### config.mk
export PLATFORM = sky130hd
export DESIGN_NAME = mem_access_unit_flat
export DESIGN_NICKNAME = d
export VERILOG_FILES = /design/src/rtl/mem_bus_if.sv /design/src/rtl/mem_access_unit.sv /design/src/flat_wrapper.sv
export SDC_FILE = /design/constraint.sdc
export NUM_CORES = 1
export LEC_CHECK = 0
export ABC_AREA = 0
export CAP_MARGIN = 0
export CORE_MARGIN = 8
export CORE_UTILIZATION = 45
export CTS_CLUSTER_DIAMETER = 60
export CTS_CLUSTER_SIZE = 40
export DETAILED_ROUTE_END_ITERATION = 10
export PLACE_DENSITY_LB_ADDON = 0.2
export SLEW_MARGIN = 40
export SYNTH_ARGS = -nofsm -noshare
export SYNTH_HDL_FRONTEND = slang
export SYNTH_SLANG_ARGS = --single-unit
### constraint.sdc
create_clock -name CLOCK -period 2.5 [get_ports CLOCK]
set_clock_uncertainty 0.1 [all_clocks]
set_input_delay 0.5 -clock CLOCK [delete_from_list [all_inputs] [get_ports CLOCK]]
set_output_delay 0.5 -clock CLOCK [all_outputs]
set_load 0.03 [all_outputs]
### src/rtl/mem_bus_if.sv
// Request/acknowledge data-memory bus between the MEM stage and the data memory.
interface mem_bus_if;
  logic        BUS_REQ;
  logic [31:0] BUS_ADDR;
  logic        BUS_WRITE;
  logic [3:0]  BUS_BE;
  logic [31:0] BUS_WDATA;
  logic        BUS_ACK;
  logic [31:0] BUS_RDATA;

  modport master (
    output BUS_REQ, BUS_ADDR, BUS_WRITE, BUS_BE, BUS_WDATA,
    input  BUS_ACK, BUS_RDATA
  );

  modport slave (
    input  BUS_REQ, BUS_ADDR, BUS_WRITE, BUS_BE, BUS_WDATA,
    output BUS_ACK, BUS_RDATA
  );
endinterface

### src/rtl/mem_access_unit.sv
// MEM-stage load/store unit: issues req/ack bus transactions, steers store lanes,
// extends load data and stalls the pipeline until each access finishes.
module mem_access_unit #(
  parameter int unsigned TIMEOUT = 16
) (
  input  logic        CLOCK,
  input  logic        RESET,
  input  logic [31:0] Address_IN,
  input  logic [31:0] MemWriteData_IN,
  input  logic [5:0]  MemControl_IN,
  input  logic        MemRead_IN,
  input  logic        MemWrite_IN,
  output logic        STALL_OUT,
  mem_bus_if.master   bus,
  output logic [31:0] MemReadData_OUT,
  output logic        ADDR_ERROR,
  output logic        BUS_ERROR
);

  localparam int unsigned CNT_W = 8;

  localparam logic [5:0] OP_LB  = 6'h20;
  localparam logic [5:0] OP_LH  = 6'h21;
  localparam logic [5:0] OP_LBU = 6'h24;
  localparam logic [5:0] OP_LHU = 6'h25;
  localparam logic [5:0] OP_SB  = 6'h28;
  localparam logic [5:0] OP_SH  = 6'h29;

  typedef enum logic [1:0] {IDLE, BUSY, DONE} state_e;
  typedef enum logic [1:0] {SZ_BYTE, SZ_HALF, SZ_WORD} size_e;

  state_e           state_q;
  logic [CNT_W-1:0] cnt_q;
  size_e            size_q;
  logic             sign_q;
  logic [1:0]       lane_q;

  size_e       size_c;
  logic        sign_c;
  logic        access_c;
  logic        aligned_c;
  logic [1:0]  lane_c;
  logic [3:0]  be_c;
  logic [31:0] wdata_c;
  logic [31:0] ext_c;
  logic [7:0]  byte_c;
  logic [15:0] half_c;

  // Opcode decode, alignment and store lane steering from the live EXE/MEM inputs
  always_comb begin
    size_c    = SZ_WORD;
    sign_c    = 1'b0;
    access_c  = MemRead_IN | MemWrite_IN;
    lane_c    = Address_IN[1:0];
    aligned_c = 1'b0;
    be_c      = 4'b1111;
    wdata_c   = MemWriteData_IN;

    case (MemControl_IN)
      OP_LB:         begin size_c = SZ_BYTE; sign_c = 1'b1; end
      OP_LBU, OP_SB: size_c = SZ_BYTE;
      OP_LH:         begin size_c = SZ_HALF; sign_c = 1'b1; end
      OP_LHU, OP_SH: size_c = SZ_HALF;
      default:       size_c = SZ_WORD;
    endcase

    case (size_c)
      SZ_BYTE: aligned_c = 1'b1;
      SZ_HALF: aligned_c = ~lane_c[0];
      default: aligned_c = (lane_c == 2'b00);
    endcase

    if (MemWrite_IN) begin
      case (size_c)
        SZ_BYTE: begin
          be_c    = 4'b1000 >> lane_c;
          wdata_c = {4{MemWriteData_IN[7:0]}};
        end
        SZ_HALF: begin
          be_c    = lane_c[1] ? 4'b0011 : 4'b1100;
          wdata_c = {2{MemWriteData_IN[15:0]}};
        end
        default: begin
          be_c    = 4'b1111;
          wdata_c = MemWriteData_IN;
        end
      endcase
    end
  end

  // Big-endian lane extraction of the returned word using the held access attributes
  always_comb begin
    byte_c = 8'h00;
    half_c = 16'h0000;
    ext_c  = bus.BUS_RDATA;

    case (lane_q)
      2'd0:    byte_c = bus.BUS_RDATA[31:24];
      2'd1:    byte_c = bus.BUS_RDATA[23:16];
      2'd2:    byte_c = bus.BUS_RDATA[15:8];
      default: byte_c = bus.BUS_RDATA[7:0];
    endcase
    half_c = lane_q[1] ? bus.BUS_RDATA[15:0] : bus.BUS_RDATA[31:16];

    case (size_q)
      SZ_BYTE: ext_c = {{24{sign_q & byte_c[7]}}, byte_c};
      SZ_HALF: ext_c = {{16{sign_q & half_c[15]}}, half_c};
      default: ext_c = bus.BUS_RDATA;
    endcase
  end

  // Stall must rise in the same cycle the access appears, so these decode live state
  assign STALL_OUT  = RESET && ((state_q == IDLE && access_c && aligned_c) || state_q == BUSY);
  assign ADDR_ERROR = RESET && state_q == IDLE && access_c && !aligned_c;
  assign BUS_ERROR  = state_q == BUSY && !bus.BUS_ACK && cnt_q == CNT_W'(TIMEOUT);

  always_ff @(posedge CLOCK or negedge RESET) begin
    if (!RESET) begin
      state_q         <= IDLE;
      cnt_q           <= '0;
      size_q          <= SZ_BYTE;
      sign_q          <= 1'b0;
      lane_q          <= 2'b00;
      bus.BUS_REQ     <= 1'b0;
      bus.BUS_ADDR    <= '0;
      bus.BUS_WRITE   <= 1'b0;
      bus.BUS_BE      <= '0;
      bus.BUS_WDATA   <= '0;
      MemReadData_OUT <= '0;
    end else begin
      case (state_q)
        IDLE: begin
          if (access_c && aligned_c) begin
            state_q       <= BUSY;
            cnt_q         <= CNT_W'(1);
            size_q        <= size_c;
            sign_q        <= sign_c;
            lane_q        <= lane_c;
            bus.BUS_REQ   <= 1'b1;
            bus.BUS_ADDR  <= {Address_IN[31:2], 2'b00};
            bus.BUS_WRITE <= MemWrite_IN;
            bus.BUS_BE    <= be_c;
            bus.BUS_WDATA <= wdata_c;
          end else if (access_c) begin
            MemReadData_OUT <= '0;
          end
        end
        BUSY: begin
          // An ack in the final counted cycle still completes normally
          if (bus.BUS_ACK) begin
            if (!bus.BUS_WRITE) MemReadData_OUT <= ext_c;
            bus.BUS_REQ <= 1'b0;
            state_q     <= DONE;
          end else if (cnt_q == CNT_W'(TIMEOUT)) begin
            MemReadData_OUT <= '0;
            bus.BUS_REQ     <= 1'b0;
            state_q         <= DONE;
          end else begin
            cnt_q <= cnt_q + CNT_W'(1);
          end
        end
        DONE:    state_q <= IDLE;
        default: state_q <= IDLE;
      endcase
    end
  end

endmodule
### src/flat_wrapper.sv
// flat-port wrapper written by rule: the top's interface ports become plain ports
module mem_access_unit_flat 
#(
  parameter int unsigned TIMEOUT = 16
)
  (CLOCK, RESET, Address_IN, MemWriteData_IN, MemControl_IN, MemRead_IN, MemWrite_IN, STALL_OUT, MemReadData_OUT, ADDR_ERROR, BUS_ERROR, bus_BUS_REQ, bus_BUS_ADDR, bus_BUS_WRITE, bus_BUS_BE, bus_BUS_WDATA, bus_BUS_ACK, bus_BUS_RDATA);
  mem_bus_if bus_i ();
  input  logic CLOCK;
  input  logic RESET;
  input  logic [31:0] Address_IN;
  input  logic [31:0] MemWriteData_IN;
  input  logic [5:0] MemControl_IN;
  input  logic MemRead_IN;
  input  logic MemWrite_IN;
  output logic STALL_OUT;
  output logic [31:0] MemReadData_OUT;
  output logic ADDR_ERROR;
  output logic BUS_ERROR;
  output wire logic [$bits(bus_i.BUS_REQ)-1:0] bus_BUS_REQ;
  output wire logic [$bits(bus_i.BUS_ADDR)-1:0] bus_BUS_ADDR;
  output wire logic [$bits(bus_i.BUS_WRITE)-1:0] bus_BUS_WRITE;
  output wire logic [$bits(bus_i.BUS_BE)-1:0] bus_BUS_BE;
  output wire logic [$bits(bus_i.BUS_WDATA)-1:0] bus_BUS_WDATA;
  input wire logic [$bits(bus_i.BUS_ACK)-1:0] bus_BUS_ACK;
  input wire logic [$bits(bus_i.BUS_RDATA)-1:0] bus_BUS_RDATA;
  assign bus_BUS_REQ = bus_i.BUS_REQ;
  assign bus_BUS_ADDR = bus_i.BUS_ADDR;
  assign bus_BUS_WRITE = bus_i.BUS_WRITE;
  assign bus_BUS_BE = bus_i.BUS_BE;
  assign bus_BUS_WDATA = bus_i.BUS_WDATA;
  assign bus_i.BUS_ACK = bus_BUS_ACK;
  assign bus_i.BUS_RDATA = bus_BUS_RDATA;
  mem_access_unit #(.TIMEOUT(TIMEOUT)) u_core (.CLOCK(CLOCK), .RESET(RESET), .Address_IN(Address_IN), .MemWriteData_IN(MemWriteData_IN), .MemControl_IN(MemControl_IN), .MemRead_IN(MemRead_IN), .MemWrite_IN(MemWrite_IN), .STALL_OUT(STALL_OUT), .bus(bus_i), .MemReadData_OUT(MemReadData_OUT), .ADDR_ERROR(ADDR_ERROR), .BUS_ERROR(BUS_ERROR));
endmodule
==> impl_metrics.ini, run 1 <==
[die]
io_pins = 212
dieArea_um2 = 16400
dieWidth_um = 128
core_area_um2 = 12400
die_h_um = 128
start_util = 0.454
std_cell_rows = 41

[grt]
use_met1 = 0.240
grtUsageMet2 = 0.354
use_met3 = 0.0899
grt_overflow = 0
grt_max_degree = 96
grt-busiest-layer = met2
grt_pass1_vias = 5236
grt_pass1_wl_mm = 27.2
grt_antenna_before_repair = 0
track_usage = 0.214

[finish]
antenna_cells = 0
layout.nets = 918
final_layout_size_suffix_gt1_frac = 0.103
final_util = 0.697
syn2layout_area_growth_pct = 53.4
fill_cells = 987

[drt]
routedWlPerCell_um = 17.3
drt_iter0_markers = 319
via_count = 4978
drc = 0
detail-route-antenna-nets = 0
finalWirelength_mm = 17.2
viasPerCell = 5.01
dr.pass1.iters = 4

[outcome]
outcome = finished, final reports clean

[clocking]
cts_hold_buf = 0
clk_latency_ns = 0.41
clock-sinks = 115
cts_inserted_buffers = 17
cts_buffer_depth = 2
ctsRootBufferMaster = clkbuf_16
cts_tree = yes
clkTransAtPathRegs_ns = 0.05
htreeDepth = 4

[power_and_ir_drop]
pwr-share-comb = 0.353
intPower_mw = 5.31
seq_power_share = 0.318
ir_drop_uv = 675
leakagePower_nw = 3.99
pwr-share-clk = 0.329
switchingPower_mw = 2.73
power.density_nw_per_um2 = 929
sw_frac_of_total = 0.340

[worst_setup_path]
critPathKind = primary input to output pin
slowest_stage = clkdlybuf4s50_1
cp_max_fo = 2
arrival_ns = 1.84
cp_common_cell = buf_4
end_kind = output pin
cp.buffers_inverters = 4
crit_chain = clkdlybuf4s50_1 -> o21ai_1 -> buf_4 -> nor4bb_2 -> buf_4 -> buf_12
critical_path.top_delay_family = buffers and inverters
worstPathRequired_ns = 1.90
max_stage_delay_ns = 0.50
cp-start-kind = primary input
ff2ff_setup_slack_ns = 0.39

[timing]
fmax_mhz = 410
worst_slew_pin_slew_ns = 0.807
hold_viol_final = 0
final-setup-viol-count = 0
slew_viol_final = 0
fin_ws_ns = 0.0618
slew_headroom = 0.458
post-route-period-util = 0.975
period_needed_ns = 2.44

[yosys]
synthTopCellsByCount = 168 x nand2_1, 115 x dfrtp_1, 41 x mux2i_1, 37 x o21ai_0, 28 x inv_1
synth.avg_cell_area_um2 = 9.50
ys_ff_latch = 115
synth_top_flop_cell = dfrtp_1
ys_types = 48
synth.top_cell.area_share = 0.511
yosys.area.top_type = dfrtp_1
ys_seq_area_frac = 0.511
synthCells = 593
synth-edff-count = 0
yosys_warnings = 0
synth_most_common_cell = nand2_1
synth.area.top_cells = dfrtp_1 51%, nand2_1 11%, mux2i_1 7.3%
async_flop_share = 1.00
synthesis.area_um2 = 5640

[placement]
port_buffers = 209
hpwl_mm = 13.0
dp_slack_ns = -0.282
place_congestion = 0.894

[job]
drv_cap = 0

[hold_path]
hold_path.class = primary input to asynchronous set/reset pin
==> cells by family (layout without fill, tap and decap cells) <==
group                    Yosys count  after routing  synth area share
AND/OR/NAND/NOR                  239            239             0.187
multiplexers                      67             67             0.127
buffers and inverters             68            296            0.0553
XOR/XNOR                           7              7            0.0109
flip-flops                       115            115             0.511
adder cells (fa/ha/maj)            2              2           0.00444
other                              1              2          0.000665
AO/OA/AOI/OAI                     94             94             0.104
==> cells in the final DEF (no fill, tap or decap), types with 4 or more instances in the layout <==
cell / netlist / routed
nor3_1: 10 / 10
dfrtp_1: 115 / 115
nand2b_1: 11 / 11
o221ai_1: 7 / 7
nor2_1: 17 / 17
o311a_1: 7 / 7
xor2_1: 4 / 4
mux2i_1: 41 / 41
mux2_2: 13 / 13
clkbuf_1: 21 / 4
clkbuf_16: 0 / 17
nand3_1: 6 / 6
nor2b_1: 11 / 11
nand2_1: 168 / 167
a31oi_1: 5 / 5
buf_4: 2 / 26
inv_1: 28 / 28
o21ai_0: 37 / 36
a21oi_1: 27 / 27
bufinv_16: 0 / 5
clkdlybuf4s50_1: 0 / 200
mux2_1: 10 / 10
==> worst reg2reg max path: stages (launching register included) <==
cell     delay [ns]
dfrtp_1        0.44
mux2i_1        0.17
mux2_2         0.27
nor3_1         0.62
o311a_1        0.30
mux2_1         0.14
==> worst paths after layout <==
check                                                   to  cells after the start                    start
worst max-delay path                            ADDR_ERROR                      6              MemWrite_IN
worst min-delay path                  u_core.bus.BUS_BE[2]                      2                    RESET
worst max register to register  u_core.MemReadData_OUT[11]                      5         u_core.lane_q[0]
worst min register to register     u_core.bus.BUS_WDATA[2]                      2  u_core.bus.BUS_WDATA[2]
max in group asynchronous       u_core.MemReadData_OUT[31]                      2                    RESET
min in group CLOCK                 u_core.bus.BUS_WDATA[2]                      2  u_core.bus.BUS_WDATA[2]
==> flip-flops by register name, indices dropped and copies added (netlist names) <==
name / flops
u_core.MemReadData_OUT: 32
u_core.bus.BUS_WDATA: 32
u_core.bus.BUS_ADDR: 30
u_core.cnt_q: 8
u_core.bus.BUS_BE: 4
u_core.lane_q: 2
u_core.size_q: 2
u_core.state_q: 2
u_core.bus.BUS_REQ: 1
u_core.bus.BUS_WRITE: 1
u_core.sign_q: 1
==> area by class of cell <==
type / count / area (um^2) / area share
flip-flops and latches: 115 / 2880 / 0.333
multi-input cells: 411 / 2480 / 0.286
repair buffers: 236 / 2330 / 0.269
clock buffers: 23 / 468 / 0.0541
well taps: 172 / 215 / 0.0249
clock inverters: 9 / 176 / 0.0204
inverters: 28 / 105 / 0.0122
==> metal layers <==
| metal | part of all wire | wire length (um) |
|---|---|---|
| met1 | 0.41 | 7010 |
| met2 | 0.48 | 8300 |
| met3 | 0.094 | 1620 |
| met4 | 0.017 | 288 |
| met5 | 0 | 0 |
==> power by group through the flow <==
stage / clock network (mW) / logic, mW / registers (mW)
CTS: 2.69 / 2.86 / 2.56
global placement: 0 / 2.81 / 2.56
finish: 2.65 / 2.83 / 2.56
floorplan: 0 / 0.821 / 3.29
global route: 2.78 / 3.03 / 2.61
detailed placement: 0 / 2.85 / 2.58
==> stage by stage <==
step	std cells	power, mW	hold slack, ns	instance area, um^2	TNS (ns)
finish	994	8.04	0.0760	8650	0
detailed placement	962	5.43	0.362	7980	-21.92
floorplan	594	4.11	0.104	5640	0
CTS	994	8.11	0.0822	8630	0
global placement	962	5.37	0.357	7980	-16.25
global route	994	8.42	0.107	8650	-0.0102
==> what timing repair did <==
action,4_1_cts,5_1_grt
pin swaps,5,3
endpoints found under the setup margin,2,3
resized for setup,7,4
setup buffers,0,0
Power figures use the tool's default switching activity.
==> run 2: changes to the inputs <==
- CAP_MARGIN: 0 -> 20
- GPL_TIMING_DRIVEN: unset -> 0
==> impl_metrics.ini, run 2 (same netlist as run 1, synthesis figures left out) <==
[outcome]
outcome = finished, final reports clean

[clocking]
ctsRootBufferMaster = clkbuf_16
htreeDepth = 4
clock-sinks = 115
cts_tree = yes
cts_inserted_buffers = 17
clk_latency_ns = 0.41
cts_buffer_depth = 2
clkTransAtPathRegs_ns = 0.05

[die]
io_pins = 212
start_util = 0.454
dieWidth_um = 128
std_cell_rows = 41
dieArea_um2 = 16400
die_h_um = 128
core_area_um2 = 12400

[placement]
dp_slack_ns = -1.34
dp_cells = 975
place_congestion = 0.853
hpwl_mm = 13.8
port_buffers = 208

[timing]
period_needed_ns = 2.42
final-setup-viol-count = 0
worst_slew_pin_slew_ns = 0.783
hold_viol_final = 0
whs_ns = 0.0530
slew_headroom = 0.474
fmax_mhz = 414
post-route-period-util = 0.967
slew_viol_final = 0
fin_ws_ns = 0.0821

[drt]
drt_iter0_markers = 335
dr.pass1.iters = 5
viasPerCell = 5.08
finalWirelength_mm = 18.3
routedWlPerCell_um = 18.0
detail-route-antenna-nets = 0
via_count = 5168
drc = 0

[finish]
fill_cells = 997
final_cells = 1018
syn2layout_area_growth_pct = 54.1
layout_commonest_cell = clkdlybuf4s50_1
final_cell_mix = 197 x clkdlybuf4s50_1, 167 x nand2_1, 115 x dfrtp_1
final_util = 0.700
final_layout_size_suffix_gt1_frac = 0.104
layout.nets = 942
seqCellArea_um2 = 2880
multi_input_area_um2 = 2490
reg_top3 = u_core.MemReadData_OUT x32, u_core.bus.BUS_WDATA x32, u_core.bus.BUS_ADDR x30

[power_and_ir_drop]
power.density_nw_per_um2 = 879
leakagePower_nw = 4.00
ir_drop_uv = 731
total_power_mw = 7.64

[worst_setup_path]
critPathKind = primary input to output pin
crit_chain = clkdlybuf4s50_1 -> a221oi_4 -> buf_6 -> o21a_1 -> buf_6
max_stage_delay_ns = 0.55
worstPathRequired_ns = 1.90
cp_max_fo = 6
arrival_ns = 1.82
cp-start-kind = primary input
end_kind = output pin
cp_common_cell = buf_6
slowest_stage = clkdlybuf4s50_1

[hold_path]
hold_path.class = primary input to asynchronous set/reset pin

[grt]
grt_max_degree = 63
grt_overflow = 0
grt_pass1_vias = 5344
grt_antenna_before_repair = 2
track_usage = 0.224
grt_pass1_wl_mm = 28.4

[job]
drv_cap = 0
run 2: cell types whose count changed in the layout (fill, tap and decap cells not counted), moves of 4 or more:
cell / delta
buf_16: +4
buf_2: +13
buf_4: -16
buf_6: +4
bufinv_16: -5
clkbuf_1: +22
run 2: where the power goes:
group	switching (mW)	internal (mW)	total, mW
Sequential	0.260	2.28	2.54
Combinational	1.68	1.23	2.91
Clock	0.805	1.39	2.19
run 2: per-layer routing:
layer  track usage  share of wire  up-vias
met5             0        0.00044        -
li1              -              -     2470
met1         0.255           0.39     2447
met3        0.0948           0.11       36
met2         0.366           0.48      213
met4        0.0895          0.023        2
run 2: per-stage QoR:
step	TNS (ns)	area [um^2]
3_5_place_dp	-38.24	7970
2_1_floorplan	0	5640
6_report	0	8690
5_1_grt	-0.0202	8690
4_1_cts	0	8650
3_3_place_gp	-457.93	7940
run 2: timing repair:
item,in CTS,in global routing
endpoints found under the setup margin,3,2
gates resized for setup,37,5
pin swaps,5,4
setup buffers,4,4
gates cloned,0,0
hold endpoints to repair,53,0
hold buffers,3,0
run 2: critical path, delay by kind of cell:
kind / cells / cell delay [ns]
AO/OA/AOI/OAI: 2 / 0.49
buffers and inverters: 3 / 0.83
run 2: final cells by class:
type	count	share of cell area
clock inverters	4	0.00259
flip-flops and latches	115	0.331
well taps	172	0.0248
inverters	28	0.0121
clock buffers	27	0.0591
diodes	1	0.000288
multi-input cells	411	0.286
plain buffers	40	0.0245
repair buffers	220	0.259
run 2: final timing paths:
kind | from | to | slack, ns | cells past startpoint
max | Address_IN[0] | STALL_OUT | 0.08 | 5
min | RESET | u_core.bus.BUS_WDATA[25] | 0.05 | 3
max reg2reg | u_core.cnt_q[0] | u_core.MemReadData_OUT[10] | 0.31 | 8
min reg2reg | u_core.bus.BUS_ADDR[29] | u_core.bus.BUS_ADDR[29] | 0.37 | 2
max in group asynchronous | RESET | u_core.cnt_q[2] | 1.93 | 3
min in group CLOCK | MemWrite_IN | u_core.bus.BUS_WRITE | 0.34 | 3
